==> config.mk <==
export PLATFORM = sky130hd
export DESIGN_NAME = matrix_wb_slave
export DESIGN_NICKNAME = d
export VERILOG_FILES = /design/src/rtl/matrix_wb_slave.sv
export SDC_FILE = /design/constraint.sdc
export NUM_CORES = 1
export LEC_CHECK = 0
export ABC_AREA = 1
export CORE_MARGIN = 4
export CORE_UTILIZATION = 60
export DETAILED_ROUTE_END_ITERATION = 6
export PLACE_DENSITY = 0.84
export SYNTH_ARGS = -nofsm -noshare
export SYNTH_HDL_FRONTEND = slang
export SYNTH_SLANG_ARGS = --single-unit
==> constraint.sdc <==
create_clock -name clk -period 2.5 [get_ports clk]
set_clock_uncertainty 0.05 [all_clocks]
set_input_delay 0.75 -clock clk [delete_from_list [all_inputs] [get_ports clk]]
set_output_delay 0.75 -clock clk [all_outputs]
set_load 0.005 [all_outputs]
==> src/rtl/matrix_wb_slave.sv <==
// Pipelined Wishbone B4 responder holding the 8x8 LED frame buffer and scanning it onto the matrix pins.
// Optional define MATRIX_DOUBLE_BUFFER_EN: bus uses a back buffer, the scanner a front buffer swapped at frame end.
module matrix_wb_slave #(
  parameter int WB_DATA_WIDTH = 32,
  parameter int REG_COUNT     = 8,
  parameter int WB_ADDR_WIDTH = $clog2(REG_COUNT),
  parameter int WB_SEL_WIDTH  = WB_DATA_WIDTH / 8,
  parameter int ROW_CYCLES    = 1024,
  parameter int BLANK_CYCLES  = 16
) (
  input  logic                     clk,
  input  logic                     reset,
  input  logic                     i_wb_cyc,
  input  logic                     i_wb_stb,
  input  logic                     i_wb_we,
  input  logic [WB_ADDR_WIDTH-1:0] i_wb_addr,
  input  logic [WB_SEL_WIDTH-1:0]  i_wb_sel,
  input  logic [WB_DATA_WIDTH-1:0] i_wb_wdata,
  output logic                     o_wb_ack,
  output logic                     o_wb_stall,
  output logic [WB_DATA_WIDTH-1:0] o_wb_rdata,
  output logic [7:0]               o_row,
  output logic [7:0]               o_red,
  output logic [7:0]               o_grn,
  output logic [7:0]               o_blu,
  output logic                     o_frame_start
);

  localparam int MAX_CYC = (ROW_CYCLES > BLANK_CYCLES) ? ROW_CYCLES : BLANK_CYCLES;
  localparam int CNT_W   = (MAX_CYC > 1) ? $clog2(MAX_CYC) : 1;
  localparam logic [CNT_W-1:0]         ROW_LAST   = CNT_W'(ROW_CYCLES - 1);
  localparam logic [CNT_W-1:0]         BLANK_LAST = CNT_W'(BLANK_CYCLES - 1);
  localparam logic [WB_ADDR_WIDTH-1:0] LAST_ROW   = WB_ADDR_WIDTH'(REG_COUNT - 1);

  typedef enum logic {ST_BLANK, ST_SHOW} state_t;

  logic [WB_DATA_WIDTH-1:0] back_mem [REG_COUNT];
  logic [WB_DATA_WIDTH-1:0] disp_word;
  logic                     req_p0, wr_p0, ack_p1;

  state_t                   state, state_n;
  logic [CNT_W-1:0]         cnt, cnt_n;
  logic [WB_ADDR_WIDTH-1:0] row, row_n;
  logic [7:0]               row_d, red_d, grn_d, blu_d;
  logic                     fs_d;

  assign req_p0     = i_wb_cyc & i_wb_stb;
  assign wr_p0      = req_p0 & i_wb_we;
  assign o_wb_stall = 1'b0;
  // An ack is only presented while the master still holds the cycle open.
  assign o_wb_ack   = ack_p1 & i_wb_cyc;

  // Stage p0 -> p1: bus access, read samples the word before a same-edge write.
  always_ff @(posedge clk) begin
    if (reset) begin
      ack_p1     <= 1'b0;
      o_wb_rdata <= '0;
      for (int i = 0; i < REG_COUNT; i++) back_mem[i] <= '0;
    end else begin
      ack_p1 <= req_p0;
      if (req_p0 && !i_wb_we) o_wb_rdata <= back_mem[i_wb_addr];
      if (wr_p0) begin
        for (int b = 0; b < WB_SEL_WIDTH; b++)
          if (i_wb_sel[b]) back_mem[i_wb_addr][8*b +: 8] <= i_wb_wdata[8*b +: 8];
      end
    end
  end

`ifdef MATRIX_DOUBLE_BUFFER_EN
  logic [WB_DATA_WIDTH-1:0] front_mem [REG_COUNT];
  logic                     dirty, swap;

  // Copy only at the very end of the frame, and only while the bus is quiet.
  assign swap = (state == ST_SHOW) && (row == LAST_ROW) && (cnt == ROW_LAST) && dirty && !i_wb_cyc;

  always_ff @(posedge clk) begin
    if (reset) begin
      dirty <= 1'b0;
      for (int i = 0; i < REG_COUNT; i++) front_mem[i] <= '0;
    end else if (swap) begin
      dirty     <= 1'b0;
      front_mem <= back_mem;
    end else if (wr_p0) begin
      dirty <= 1'b1;
    end
  end

  assign disp_word = front_mem[row];
`else
  assign disp_word = back_mem[row];
`endif

  always_ff @(posedge clk) begin
    if (reset) begin
      state <= ST_BLANK;
      cnt   <= '0;
      row   <= '0;
    end else begin
      state <= state_n;
      cnt   <= cnt_n;
      row   <= row_n;
    end
  end

  always_comb begin
    state_n = state;
    cnt_n   = cnt + 1'b1;
    row_n   = row;
    case (state)
      ST_BLANK: if (cnt == BLANK_LAST) begin
        state_n = ST_SHOW;
        cnt_n   = '0;
      end
      ST_SHOW: if (cnt == ROW_LAST) begin
        state_n = ST_BLANK;
        cnt_n   = '0;
        row_n   = row + 1'b1;
      end
      default: begin
        state_n = ST_BLANK;
        cnt_n   = '0;
      end
    endcase
  end

  // Decoded from the next state so the registered pins line up with the state register.
  always_comb begin
    row_d = '0;
    red_d = '0;
    grn_d = '0;
    blu_d = '0;
    fs_d  = 1'b0;
    if (state_n == ST_SHOW) begin
      row_d = 8'd1 << row;
      for (int c = 0; c < 8; c++) begin
        red_d[c] = disp_word[WB_DATA_WIDTH - 2 - 4*c];
        grn_d[c] = disp_word[WB_DATA_WIDTH - 3 - 4*c];
        blu_d[c] = disp_word[WB_DATA_WIDTH - 4 - 4*c];
      end
      fs_d = (state == ST_BLANK) && (row == '0);
    end
  end

  always_ff @(posedge clk) begin
    if (reset) begin
      o_row         <= '0;
      o_red         <= '0;
      o_grn         <= '0;
      o_blu         <= '0;
      o_frame_start <= 1'b0;
    end else begin
      o_row         <= row_d;
      o_red         <= red_d;
      o_grn         <= grn_d;
      o_blu         <= blu_d;
      o_frame_start <= fs_d;
    end
  end

endmodule

=== Word-level counts from Yosys, hierarchy flattened ===
Memories as Yosys holds them, arrays and structs flattened. A register that Yosys moved wholly into a read port is not among the register bits.
Cells that the tools add are included.

* $add $sub $neg: 2
* Equality and inequality tests: 2
* Shifts and indexed selects: 1
* Mux-type cells: 27
* Bitwise logic cells: 5
* Reductions and logical operators: 7

{| class="wikitable"
|+ Operators by type and width
! operator !! count
|-
| two-way mux 32 bit || 1
|-
| OR reduction 32 bit || 1
|-
| two-way mux 1 bit || 20
|-
| two-way mux 10 bit || 2
|-
| case mux 10 bit (2 select lines) || 1
|-
| adder 10 x 1 -> 10 bit, second input constant || 1
|-
| == test 10 bit, second input constant || 1
|-
| == test 10 x 4 -> 1 bit, second input constant || 1
|-
| left shift 1 x 3 -> 8 bit, first input constant || 1
|-
| two-way mux 4 bit || 1
|-
| adder 3 x 1 -> 3 bit, second input constant || 1
|-
| bitwise AND 1 bit || 3
|-
| logical NOT 3 bit || 1
|-
| two-way mux 3 bit || 1
|-
| logical AND 1 bit || 2
|-
| inverter 1 bit || 2
|-
| case mux 1 bit (2 select lines) || 1
|-
| AND reduction 2 bit || 1
|-
| OR reduction 2 bit || 1
|-
| logical NOT 1 bit || 1
|}

* Bits in registers: 24
* RAM bits: 256
* Bits of input ports: 44
* Memories kept: 1

{| class="wikitable"
|+ Memory list
! name !! depth !! bits a word !! rd ports !! clocked after memory_dff !! wr ports !! RTL line !! source
|-
| back_mem || 8 || 32 || 2 || 2 || 8 || 37 || <nowiki>logic [WB_DATA_WIDTH-1:0] back_mem [REG_COUNT];</nowiki>
|}

=== Longest topological paths before layout ===
Gate-level depths: netlist of run 1.

* Depth after elaboration: 7
* Gate-level depth with buffers: 12
* Mapped depth without buffers: 9

=== Worst setup path after synthesis of run 1 ===
Ideal clock, no wire load.

* Kind: input -> register
* Start point: in i_wb_addr[1]
* End point: mem back_mem[3][10], enable pin
* Arrival time: 1803 ps
* Required time: 2121 ps
* Slack: 318 ps
* Stages on the path: 6
* Buffers on the path: 2
* Path through: buf_2 -> inv_2 -> buf_2 -> nor3_4 -> nand2_1 -> nand2_1

{| class="wikitable"
|+ RTL lines
! what !! RTL line !! source
|-
| start: declaration || 16 || <nowiki>input logic [WB_ADDR_WIDTH-1:0] i_wb_addr,</nowiki>
|-
| end: declaration || 37 ||
|}

=== Worst setup path after layout of run 1 ===
* Start point: in i_wb_cyc
* End point: out o_wb_ack

* Word-level cells in the longest chain between the ends: 1

{| class="wikitable"
|+ RTL lines
! what !! RTL line !! source
|-
| start: declaration || 13 || <nowiki>input logic i_wb_cyc,</nowiki>
|-
| bitwise AND 1 bit || 51 || <nowiki>assign o_wb_ack = ack_p1 & i_wb_cyc;</nowiki>
|-
| end: declaration || 19 || <nowiki>output logic o_wb_ack,</nowiki>
|}

Every way passes these cells.

==> results of run 1 <==
[cells by family after synthesis]
group,count (synthesis)
xor gates and xnor gates,4
AOI/OAI and AO/OA,110
buffers and inverters,264
adders and majority gates,5
DFF,336
and+or+nand+nor,1433
other,1
[flip-flops by register name, indices dropped and copies added, names as in the netlist]
register / cells
o_wb_rdata: 32
row: 3
back_mem: 256
o_red: 8
o_blu: 8
state: 1
ack_p1: 1
o_frame_start: 1
o_grn: 8
o_row: 8
cnt: 10
[what timing repair did]
item	CTS	global route
gates resized for setup	1	0
hold buffers	0	0
setup endpoints to repair	1	0
[metal layers]
layer | up-vias | track usage | part of all wire
met3 | 188 | 0.06491 | 0.12
met5 | - | 0 | 0.00040
met1 | 6990 | 0.3919 | 0.36
li1 | 7074 | - | -
met4 | 2 | 0.1424 | 0.043
met2 | 1026 | 0.5149 | 0.48
[stage by stage]
| step | instance area, µm² | power (W) |
|---|---|---|
| 2_1_floorplan | 16720 | 0.007105 |
| 3_3_place_gp | 18890 | 0.007574 |
| 3_5_place_dp | 18890 | 0.007620 |
| 4_1_cts | 20060 | 0.01284 |
| 5_1_grt | 20060 | 0.01327 |
| 6_report | 20060 | 0.01285 |
[layout by cell type (no fill, tap or decap), drive strengths merged, types with 3 or more instances in the layout]
cell             n
nand3           67
nand4           33
o21ai          103
clkbuf          53
edfxtp         256
clkinv           9
nor3             4
clkdlybuf4s50  104
bufinv           4
inv            158
a21oi            7
nor2           499
buf            117
dfxtp           80
xor2             3
nand2          828
ha               5
[report_power, final]
part           total [W]  switching (W)  internal (W)
registers        0.00639       0.000139       0.00625
clock network    0.00531        0.00208       0.00322
logic            0.00115       0.000738      0.000417
total             0.0129        0.00296       0.00989
[worst max-delay path by stage]
stage                               endpoint  slack, ns
6_report                            o_wb_ack       0.13
5_1_grt                             o_wb_ack       0.09
4_1_cts                             o_wb_ack       0.12
3_5_place_dp   back_mem[0][28]$_SDFFCE_PN0P_      -0.18
3_3_place_gp   back_mem[0][29]$_SDFFCE_PN0P_      -0.16
2_1_floorplan  back_mem[3][10]$_SDFFCE_PN0P_       0.32
[worst register-to-register path: stages (launching register included)]
cell	delay, ns
dfxtp_1	0.36
ha_1	0.19
nand2_1	0.10
nor2_4	0.17
nand3b_2	0.18
nand2_1	0.11
inv_1	0.07
nand2_2	0.25
buf_12	0.22
nor2_1	0.08
[layout make-up]
cell class	instances	area, µm²
sequential	336	9294
tap	372	465.4
multi-input combinational	1553	6344
timing repair buffer	222	2183
fill	1985	7119
clock buffer	53	1016
clock inverter	11	152.6
inverter	160	601.8
==> impl_metrics.ini, run 1 <==
[routing]
drt-pass1-iter-count = 6
route.detailed.drc = 0
viasPerCell = 5.645
wl_per_cell_um = 17.71
drt.antenna.violating_nets = 0
vias = 15280
routed_wl_mm = 47.95
drt_iter0_markers = 1812

[floorplan]
start_util = 0.6152
dieArea_um2 = 30600
pin_count = 111
core-area_um2 = 27180
die_y_um = 174.9
row_count = 60
fp.dieW_um = 174.9

[synthesis]
synth_mux_area_frac = 0
synth_compound_area_frac = 0.03315
synth_top_family_by_area = simple AND/OR/NAND/NOR gates
synth_top_area_share = 0.4598
yosys_most_used_dff = edfxtp_1
synth_top_area_cell = edfxtp_1
syn_area_per_cell_um2 = 7.766
synth.most_common_cell = nand2_1
synth-seq-area-share = 0.5556
netlist_area_um2 = 16720
yosys.area_share.simple = 0.3399
syn-num-nets = 2202
synth-xor-area-share = 0.002095
synth.distinct_cells = 31
synth_fa_ha_area_frac = 0.003742
yosysWarnings = 0
synthTopCellsByCount = nand2_1 (815), nor2_1 (491), edfxtp_1 (256)
yosys-top-cells-area = edfxtp_1 (46%), nand2_1 (18%), nor2_1 (11%)
ys_ff_latch = 336
synth_edf_count = 256
netlist_instances = 2153
synth-async-reset-ratio = 0

[place]
hpwl_mm = 31.82
io_buffers = 109
dpl.cell_count = 2643
gp_congestion = 0.9049
preCtsSetupSlack_ns = -0.1836

[timing]
finalWorstSetupSlack_ns = 0.1342
worst_pin_slew_ns = 0.9123
slew_headroom = 0.3896
whs_ns = 0.4047
setup_tns_ns = 0
max_freq_ghz = 0.4227
hold_viol_final = 0
fin_crit_ns = 2.366
drv_slew = 0
final-setup-viol-count = 0
post-route-period-util = 0.9463
rsz0062_at_grt = false

[run]
drv_cap = 0

[clocking]
post_cts_buffers = 0
cts_buffers = 36
path_clk_slew_ns = 0.05
clock_latency_ns = 0.51
cts-root-buf = clkbuf_16
tritoncts = yes
htree_levels = 2
clock-sinks = 336
clock_path_buffers = 3

[grt]
grt_usage = 0.3097
grt_max_degree = 78
grt_pass1_wl_mm = 75.67
overflow = 0
grt_pass1_vias = 14780
antenna_found_initial = 1

[setup_path]
path_class = primary input to primary output
rr_startpoint = cnt[0]$_SDFF_PP0_
cp.depth = 4
worstSetupEndpointType = primary output
rr_endpoint = o_grn[3]$_SDFF_PP0_
cp.arrival_ns = 1.57
startpoint_type = primary input
required_ns = 1.70
r2r_cells = 9
r2r_setup_slack_ns = 0.61
path_cells = clkdlybuf4s50_1, nand2_1, inv_1, dlygate4sd2_1
crit_buf_inv = 3
cp_slowest_cell = clkdlybuf4s50_1
path_delay_family = buffers and inverters
crit_path_max_incr_delay_ns = 0.48
critPathLaunch = i_wb_cyc
cp_max_fo = 2

[worst_hold_path]
hold_start = cnt[0]$_SDFF_PP0_
holdPathEnd = cnt[0]$_SDFF_PP0_
whs_path_depth = 1
min-delay-path-class = register to register

[cells_and_area]
fin_cells = 2707
drive_gt1_frac = 0.08522
syn_to_final_growth_pct = 19.96
diodes = 0
final_nets = 2358
final_util = 0.7380

[pwr]
p_leak_nw = 9.206
p_per_area_nw_per_um2 = 640.8
peakVddDrop_v = 0.0004406

[outcome]
status = finished, final reports clean
Power figures use the tool's default switching activity.
==> run 2, diff against run 1 <==
- CAP_MARGIN: default -> 10
==> results of run 2 <==
No change in the layout: final DEF, timing and power equal those of run 1.
